[src/rtl/load_store_unit.sv]
// rtl/load_store_unit.sv - RV32I data-memory access stage: one req/ack bus transaction per load/store
// Steers byte lanes and write data by access size, extends load data, and stalls the core until retire.
module load_store_unit #(
    parameter int unsigned TIMEOUT = 255
) (
    input  logic        clk_i,
    input  logic        rst_i,
    input  logic        mem_read_i,
    input  logic        mem_write_i,
    input  logic [2:0]  funct3_i,
    input  logic [31:0] addr_i,
    input  logic [31:0] store_data_i,
    output logic        stall_o,
    output logic        done_o,
    output logic [31:0] load_data_o,
    output logic        align_err_o,
    output logic        bus_err_o,
    output logic        bus_req_o,
    output logic        bus_we_o,
    output logic [31:0] bus_addr_o,
    output logic [3:0]  bus_be_o,
    output logic [31:0] bus_wdata_o,
    input  logic [31:0] bus_rdata_i,
    input  logic        bus_ack_i
);

    typedef enum logic [1:0] {IDLE, REQ, DONE} state_t;

    localparam logic [7:0] LAST_WAIT = 8'(TIMEOUT - 1);

    state_t      state_q, state_d;
    logic [7:0]  cnt_q, cnt_d;
    logic [1:0]  a_q, a_d;
    logic [2:0]  f3_q, f3_d;
    logic        req_q, req_d;
    logic        we_q, we_d;
    logic [31:0] baddr_q, baddr_d;
    logic [3:0]  be_q, be_d;
    logic [31:0] wdata_q, wdata_d;
    logic [31:0] ld_q, ld_d;
    logic        done_q, done_d;
    logic        aerr_q, aerr_d;
    logic        berr_q, berr_d;

    logic        access;
    logic        supported;
    logic        misaligned;
    logic [3:0]  be_c;
    logic [31:0] wdata_c;
    logic [7:0]  rbyte;
    logic [15:0] rhalf;
    logic [31:0] ext_c;

    assign access = mem_read_i | mem_write_i;

    // Request decode: size comes from funct3[1:0]; a store wins when both strobes are high.
    always_comb begin
        supported  = 1'b0;
        misaligned = 1'b0;
        be_c       = 4'b0000;
        wdata_c    = store_data_i;
        if (mem_write_i) begin
            supported = (funct3_i == 3'b000) || (funct3_i == 3'b001) || (funct3_i == 3'b010);
        end else begin
            supported = (funct3_i == 3'b000) || (funct3_i == 3'b001) || (funct3_i == 3'b010) ||
                        (funct3_i == 3'b100) || (funct3_i == 3'b101);
        end
        case (funct3_i[1:0])
            2'b00: begin
                be_c    = 4'b0001 << addr_i[1:0];
                wdata_c = {4{store_data_i[7:0]}};
            end
            2'b01: begin
                misaligned = addr_i[0];
                be_c       = addr_i[1] ? 4'b1100 : 4'b0011;
                wdata_c    = {2{store_data_i[15:0]}};
            end
            default: begin
                misaligned = (addr_i[1:0] != 2'b00);
                be_c       = 4'b1111;
            end
        endcase
    end

    // Load extraction uses the offset and width latched at issue.
    always_comb begin
        case (a_q)
            2'd0:    rbyte = bus_rdata_i[7:0];
            2'd1:    rbyte = bus_rdata_i[15:8];
            2'd2:    rbyte = bus_rdata_i[23:16];
            default: rbyte = bus_rdata_i[31:24];
        endcase
        rhalf = a_q[1] ? bus_rdata_i[31:16] : bus_rdata_i[15:0];
        case (f3_q)
            3'b000:  ext_c = {{24{rbyte[7]}}, rbyte};
            3'b100:  ext_c = {24'h0, rbyte};
            3'b001:  ext_c = {{16{rhalf[15]}}, rhalf};
            3'b101:  ext_c = {16'h0, rhalf};
            default: ext_c = bus_rdata_i;
        endcase
        if (we_q) begin
            ext_c = 32'h0;
        end
    end

    always_comb begin
        state_d = state_q;
        cnt_d   = cnt_q;
        a_d     = a_q;
        f3_d    = f3_q;
        req_d   = req_q;
        we_d    = we_q;
        baddr_d = baddr_q;
        be_d    = be_q;
        wdata_d = wdata_q;
        ld_d    = ld_q;
        done_d  = 1'b0;
        aerr_d  = 1'b0;
        berr_d  = 1'b0;
        case (state_q)
            IDLE: begin
                if (access) begin
                    a_d  = addr_i[1:0];
                    f3_d = funct3_i;
                    if (supported && !misaligned) begin
                        req_d   = 1'b1;
                        we_d    = mem_write_i;
                        baddr_d = {addr_i[31:2], 2'b00};
                        be_d    = be_c;
                        wdata_d = wdata_c;
                        cnt_d   = 8'd0;
                        state_d = REQ;
                    end else begin
                        ld_d    = 32'h0;
                        aerr_d  = 1'b1;
                        done_d  = 1'b1;
                        state_d = DONE;
                    end
                end
            end
            REQ: begin
                if (bus_ack_i) begin
                    ld_d    = ext_c;
                    req_d   = 1'b0;
                    done_d  = 1'b1;
                    state_d = DONE;
                end else if (cnt_q == LAST_WAIT) begin
                    ld_d    = 32'h0;
                    req_d   = 1'b0;
                    berr_d  = 1'b1;
                    done_d  = 1'b1;
                    state_d = DONE;
                end else begin
                    cnt_d = cnt_q + 8'd1;
                end
            end
            default: begin
                state_d = IDLE;
            end
        endcase
    end

    always_ff @(posedge clk_i) begin
        if (rst_i) begin
            state_q <= IDLE;
            cnt_q   <= 8'd0;
            a_q     <= 2'd0;
            f3_q    <= 3'd0;
            req_q   <= 1'b0;
            we_q    <= 1'b0;
            baddr_q <= 32'h0;
            be_q    <= 4'h0;
            wdata_q <= 32'h0;
            ld_q    <= 32'h0;
            done_q  <= 1'b0;
            aerr_q  <= 1'b0;
            berr_q  <= 1'b0;
        end else begin
            state_q <= state_d;
            cnt_q   <= cnt_d;
            a_q     <= a_d;
            f3_q    <= f3_d;
            req_q   <= req_d;
            we_q    <= we_d;
            baddr_q <= baddr_d;
            be_q    <= be_d;
            wdata_q <= wdata_d;
            ld_q    <= ld_d;
            done_q  <= done_d;
            aerr_q  <= aerr_d;
            berr_q  <= berr_d;
        end
    end

    assign stall_o     = ((state_q == IDLE) && access && !rst_i) || (state_q == REQ);
    assign done_o      = done_q;
    assign load_data_o = ld_q;
    assign align_err_o = aerr_q;
    assign bus_err_o   = berr_q;
    assign bus_req_o   = req_q;
    assign bus_we_o    = we_q;
    assign bus_addr_o  = baddr_q;
    assign bus_be_o    = be_q;
    assign bus_wdata_o = wdata_q;

endmodule

[config.mk]
export PLATFORM = sky130hd
export DESIGN_NAME = load_store_unit
export DESIGN_NICKNAME = d
export VERILOG_FILES = /design/src/rtl/load_store_unit.sv
export SDC_FILE = /design/constraint.sdc
export NUM_CORES = 1
export LEC_CHECK = 0
export ABC_AREA = 1
export CORE_UTILIZATION = 40
export CTS_CLUSTER_SIZE = 10
export DETAILED_ROUTE_END_ITERATION = 6
export GPL_TIMING_DRIVEN = 0
export PLACE_DENSITY = 0.74
export SYNTH_ARGS = -nofsm -noshare
export SYNTH_HDL_FRONTEND = slang
export SYNTH_SLANG_ARGS = --single-unit
[constraint.sdc]
create_clock -name clk_i -period 5.18 [get_ports clk_i]
set_clock_uncertainty 0.15 [all_clocks]
set_input_delay 1.036 -clock clk_i [delete_from_list [all_inputs] [get_ports clk_i]]
set_output_delay 1.036 -clock clk_i [all_outputs]
set_load 0.01 [all_outputs]
==> results of run 1 <==
[state kept, by name, indices dropped and copies added, names as in the netlist, 2 cells and up]
name,count
f3_q,3
state_q,2
bus_wdata_o,32
a_q,2
load_data_o,32
bus_be_o,4
bus_addr_o,30
cnt_q,8
[placed cells by master (no fill, tap or decap), types with 17 or more instances in the layout]
cell type | Yosys | layout
a21oi_1 | 124 | 124
dfxtp_1 | 118 | 118
clkbuf_16 | 0 | 17
nand2_1 | 94 | 94
clkbuf_1 | 19 | 23
clkdlybuf4s50_1 | 0 | 207
o21ai_0 | 102 | 102
inv_1 | 29 | 29
nor2_1 | 139 | 139
nand3_1 | 56 | 56
[final timing paths]
path | end | cells after the start | start
max reg2reg | cnt_q[6] | 10 | cnt_q[0]
min | bus_req_o | 2 | bus_req_o
min reg2reg | bus_req_o | 2 | bus_req_o
max | stall_o | 6 | mem_write_i
[layer usage]
layer	routed length, um	global-route usage [%]	vias up
met5	0	0	-
li1	-	-	3053
met1	7990	31.5	2725
met4	401	11.1	0
met2	8840	44.0	247
met3	2040	11.7	32
[per-stage QoR]
step | power [uW] | instance area (um2) | hold WS, ns | util [%] | worst slack (ns)
floorplan | 1380 | 5600 | 0.304 | - | 2.42
global placement | 1700 | 7900 | 0.303 | 58.7 | 1.24
detailed placement | 1700 | 7900 | 0.304 | 58.7 | 1.26
CTS | 2900 | 8500 | 0.313 | 63.2 | 1.26
global route | 3010 | 8500 | 0.341 | 63.2 | 1.20
finish | 2890 | 8500 | 0.311 | 63.2 | 1.29
[cell families after synthesis]
kind of cell | share of synthesized area (%)
buffers and inverters | 8.67
and+or+nand+nor | 24.6
AOI/OAI and AO/OA | 22.2
xor gates and xnor gates | 0.469
other | 0.0670
DFF | 42.2
adders and majority gates | 0.447
muxes | 1.43
[final cells by class]
class	count	area (um2)	area share, %
multi-input combinational	571	2760	32.4
sequential	118	2360	27.8
timing repair buffer	207	2070	24.4
clock buffer	24	482	5.67
buffer	54	347	4.08
tap	176	220	2.59
inverter	35	139	1.63
clock inverter	8	121	1.43
[critical path, delay by kind of cell]
kind | cells | cell delay [ns]
buf+inv | 3 | 1.22
compound gates | 1 | 0.16
simple gates | 2 | 0.28
[power by group through the flow]
stage	sequential, uW	clock (uW)	combinational, uW
after global routing	1020	1260	733
after global placement	1030	0	665
after floorplan	1060	0	319
final	1020	1200	671
after detailed placement	1030	0	664
after CTS	1020	1210	670
==> metrics.txt, run 1 <==
cells along the critical path=clkdlybuf4s50_1, nor2_2, nor2_8, inv_4, o21ai_0, clkdlybuf4s50_1; clock-pin transition on the worst setup and hold timing paths=roughly 0.050 ns; internal power=2080 uW; top_reg_cell synth=dfxtp_1; number of vias per cell=5.08; Inst Count DP=1161; Synth area leaders=dfxtp_1, a21oi_1, nor2_1, o21ai_0, nand2_1; outcome=finished, final reports clean; FFs w/ async S/R, synth=0%; row count=42; average size of a mapped cell=7.21 um2; Cells after Synth=777; Final Cycle Share=approximately three quarters; area grow syn2layout=51.8%; Fmax achieved=around 0.26 GHz; Clk network pwr share=41.6%; GRT overflow=0; worst vdd ir=221 uV; Max-slew headroom=63.5%; Initial DRC Count=419; number of diodes=0; Yosys top cell by area=dfxtp_1; min Tclk post-route=3.89 ns; Cell Pwr Density=~340 nW/um2; core box area=13500 um2; H-tree depth=4; WP data arrival=roughly 2.7 ns; port buffer count=207; max-slew violations=0; Unique masters post-synth=34; post-CTS resize count=0; Comb pwr share=between 20% and 30%; # hold bufs at CTS=0; clk buf depth=2; largest net degree at the start of global routing=17; DR vias=a little over 6000; router iterations before antenna repair=5; clock root cell=clkbuf_16; register area share after synthesis=42.2%; setup TNS=0 ns; first-pass GRT wire length=30300 um; layout cells sized above 1=8.85%; critical path fanouts, max=7; Hold WC Path Type=register to register; EDFF count, synth=0; Starting Density=a little over two fifths; Post-CTS Setup Inserts=0; Top Ports=210; final net count=roughly 1100; CTS tree=done; initial antenna violation count=0; DIE AREA=14500 um2; routability cong.=just over 0.9; Top cell by count, worst path=clkdlybuf4s50_1; clk_lat worst skew=0.42 ns; DP HPWL=14500 um; most numerous cell in the Yosys netlist=nor2_1; Switch Pwr=809 uW; clk sinks=118; Die X=120 um; RSZ-0062 raised after global routing=false; GRT Util Overall=27.2%; number of CTS-inserted buffers=17; drt wl/cell=approximately 16 um; Fin. Hold Viols=0; Finish-stage setup viols=0; Yosys top cell area share=a little over two fifths; sequential share of power=about a third; yosys synthesis warning count=0; Synth Register Bits=118; leakage power=0.00339 uW; Crit. End Element=output pin; Fillers=1265; Worst R2R Setup Slack=between 3 and 4 ns; Slowest-stage cell, CP=clkdlybuf4s50_1; fin cells=1193; Commonest cells post-synth=nor2_1, a21oi_1, dfxtp_1; Post-Syn Area=5600 um2; Sw Share=28.0%; WS Path Type=primary input to output pin; number of global-route vias before repair=5904; Post-Route WL=19300 um; antenna-violating nets left=0; Die H=120 um; Slew @ Worst Pin=roughly 0.55 ns; Max-cap violations=0; crit start category=primary input; max incr delay on CP=0.58 ns; Crit path required time=3.99 ns; # DRC=0
Power figures use the tool's default switching activity.
==> inputs of run 2 (changes only) <==
clock period = 3.7 ns   (was 5.18 ns; I/O delays follow)
==> results of run 2 <==
The final DEF is identical to that of run 1. Status: finished, final reports clean.
Among the figures that moved: setup slack after placement 1.26 ns -> 0.375 ns; setup slack after layout 1.29 ns -> 0.402 ns; register-to-register setup slack 3.24 ns -> 1.76 ns; total power 2890 uW -> 4050 uW; worst IR drop on VDD 221 uV -> 310 uV
==> inputs of run 3 (changes only) <==
CORE_ASPECT_RATIO = 1.75   (was not set)
==> metrics.txt, run 3 (synthesis gave the netlist of run 1 again) <==
outcome=finished, final reports clean; CTS tree=done; Die X=91.4 um (-24%); Slowest-stage cell, CP=clkdlybuf4s50_1; Top cell by count, worst path=clkdlybuf4s50_1; internal power=3120 uW; family with the most delay on the worst path=buffers and inverters; GR peak layer=met2; Hold WC Path Type=register to register; antenna-violating nets left=0 (unchanged); leakage power=0.00343 uW (+1.1%); Final Cycle Share=95.4%; Inst Count DP=1159 (-0.17%); Slew @ Worst Pin=0.657 ns (+0.109 ns); min Tclk post-route=3.53 ns; area grow syn2layout=53.0%; Worst R2R Setup Slack=1.76 ns; crit start category=primary input; DIE AREA=14500 um2 (+0.13%); largest net degree at the start of global routing=17 (unchanged); Fin. Hold Viols=0 (unchanged); clk sinks=118 (unchanged); number of CTS-inserted buffers=17 (unchanged); Max-slew headroom=56.1% (-7.4 points); Comb pwr share=22.2% (-1.0 points); clock root cell=clkbuf_16; WS Path Type=primary input to output pin; Fmax achieved=0.283 GHz; Util after Layout=63.3% (+0.17 points); fin cells=1191 (-0.17%); RSZ-0062 raised after global routing=false; router iterations before antenna repair=4 (-1); final net count=1110 (unchanged); Crit path required time=2.81 ns; setup TNS=0 ns (unchanged); reg2reg start=cnt_q[0]; worst vdd ir=344 uV; initial antenna violation count=0 (unchanged); GRT Util Overall=28.1% (+0.93 points); number of diodes=0 (unchanged); port buffer count=207 (unchanged); post-CTS resize count=0 (unchanged); clock-pin transition on the worst setup and hold timing paths=0.05 ns (about the same); WHS=0.315 ns (+0.00411 ns); met2 usage=52.8% (+8.8 points); DP HPWL=15300 um (+5.9%); Post-CTS Setup Inserts=0 (unchanged); clk_lat worst skew=0.40 ns (-0.02 ns); routability cong.=0.981 (+5.1%); Starting Density=41.4% (-0.22 points); Crit. End Element=output pin; H-tree depth=4 (unchanged); GRT overflow=0 (unchanged); Worst Setup SP=mem_write_i; min-delay src=bus_req_o; Top Ports=210 (unchanged); Die H=159 um (+32%); WP data arrival=2.64 ns; Post-Route WL=20100 um (+4.1%); Cell Pwr Density=between 400 and 500 nW/um2; cells along the critical path=clkdlybuf4s50_1, nor2_2, nor2_8, inv_4, o21ai_0, clkdlybuf4s50_1; number of global-route vias before repair=6118 (+3.6%); M3 GR Usage=8.12% (-3.6 points); sequential share of power=33.3% (-1.9 points); first-pass GRT wire length=31300 um (+3.4%); critical path fanouts, max=7 (unchanged); Worst Path Buf+Inv=3 (unchanged); Clk network pwr share=44.5% (+2.9 points); row count=56 (+33%); Finish-stage setup viols=0 (unchanged); max-slew violations=0 (unchanged); Initial DRC Count=254 (-39%); most frequent cells in the layout=clkdlybuf4s50_1, nor2_1, a21oi_1; drt wl/cell=16.8 um (+4.3%); commonest non-fill, non-tap cell in the layout=clkdlybuf4s50_1; max incr delay on CP=0.61 ns (+0.03 ns); GRT met1 Usage=26.4% (-5.1 points); clk buf depth=2 (unchanged); Sw Share=27.1%; layout cells sized above 1=8.95% (+0.098 points); Max-cap violations=0 (unchanged); core box area=13500 um2 (+0.52%); total chip power=roughly 4300 uW; # hold bufs at CTS=0 (unchanged); Switch Pwr=1160 uW; # DRC=0 (unchanged); DR vias=6129 (+1.2%); number of vias per cell=5.15 (+1.4%)
run 3: cell count changes in the layout (fill, tap and decap cells not counted):
cell        delta
clkbuf_1       -1
clkinv_4       -1
bufinv_16      +3
clkinvlp_4     -1
run 3: worst paths after layout:
| check | to | depth (start not counted) |
|---|---|---|
| worst max-delay path | stall_o | 6 |
| worst min-delay path | bus_req_o | 2 |
| worst max register to register | cnt_q[1] | 10 |
| worst min register to register | bus_req_o | 2 |
run 3: power groups by stage:
| stage | Combinational, uW | Sequential, uW | Clock, uW |
|---|---|---|---|
| floorplan | 447 | 1480 | 0 |
| global placement | 943 | 1450 | 0 |
| detailed placement | 945 | 1450 | 0 |
| CTS | 952 | 1420 | 1920 |
| global route | 1030 | 1430 | 1990 |
| finish | 951 | 1420 | 1900 |
run 3: worst register-to-register path: cells and delay by family (launching register included):
| kind | cells | cell delay (ns) |
|---|---|---|
| AO/OA/AOI/OAI | 1 | 0.07 |
| adder cells (fa/ha/maj) | 1 | 0.19 |
| buffers and inverters | 1 | 0.09 |
| flip-flops | 1 | 0.38 |
| AND/OR/NAND/NOR | 7 | 0.93 |
run 3: layout make-up:
cell class                 count  area [um2]
fill                        1224        4960
multi-input combinational    571        2760
sequential                   118        2360
timing repair buffer         207        2070
clock buffer                  23         478
buffer                        54         347
tap                          174         218
clock inverter                 9         195
inverter                      35         139
run 3: metrics by stage:
stage | worst slack, ns | cell area (um2)
finish | 0.168 | 8570
global route | 0.183 | 8570
CTS | 0.176 | 8570
detailed placement | 0.180 | 7890
global placement | 0.191 | 7890
floorplan | 1.54 | 5600
run 3: metal layers:
layer / vias up / wire (um)
met5: - / 0
met4: 0 / 1140
met2: 250 / 10500
met3: 69 / 1300
met1: 2759 / 7140
li1: 3051 / -
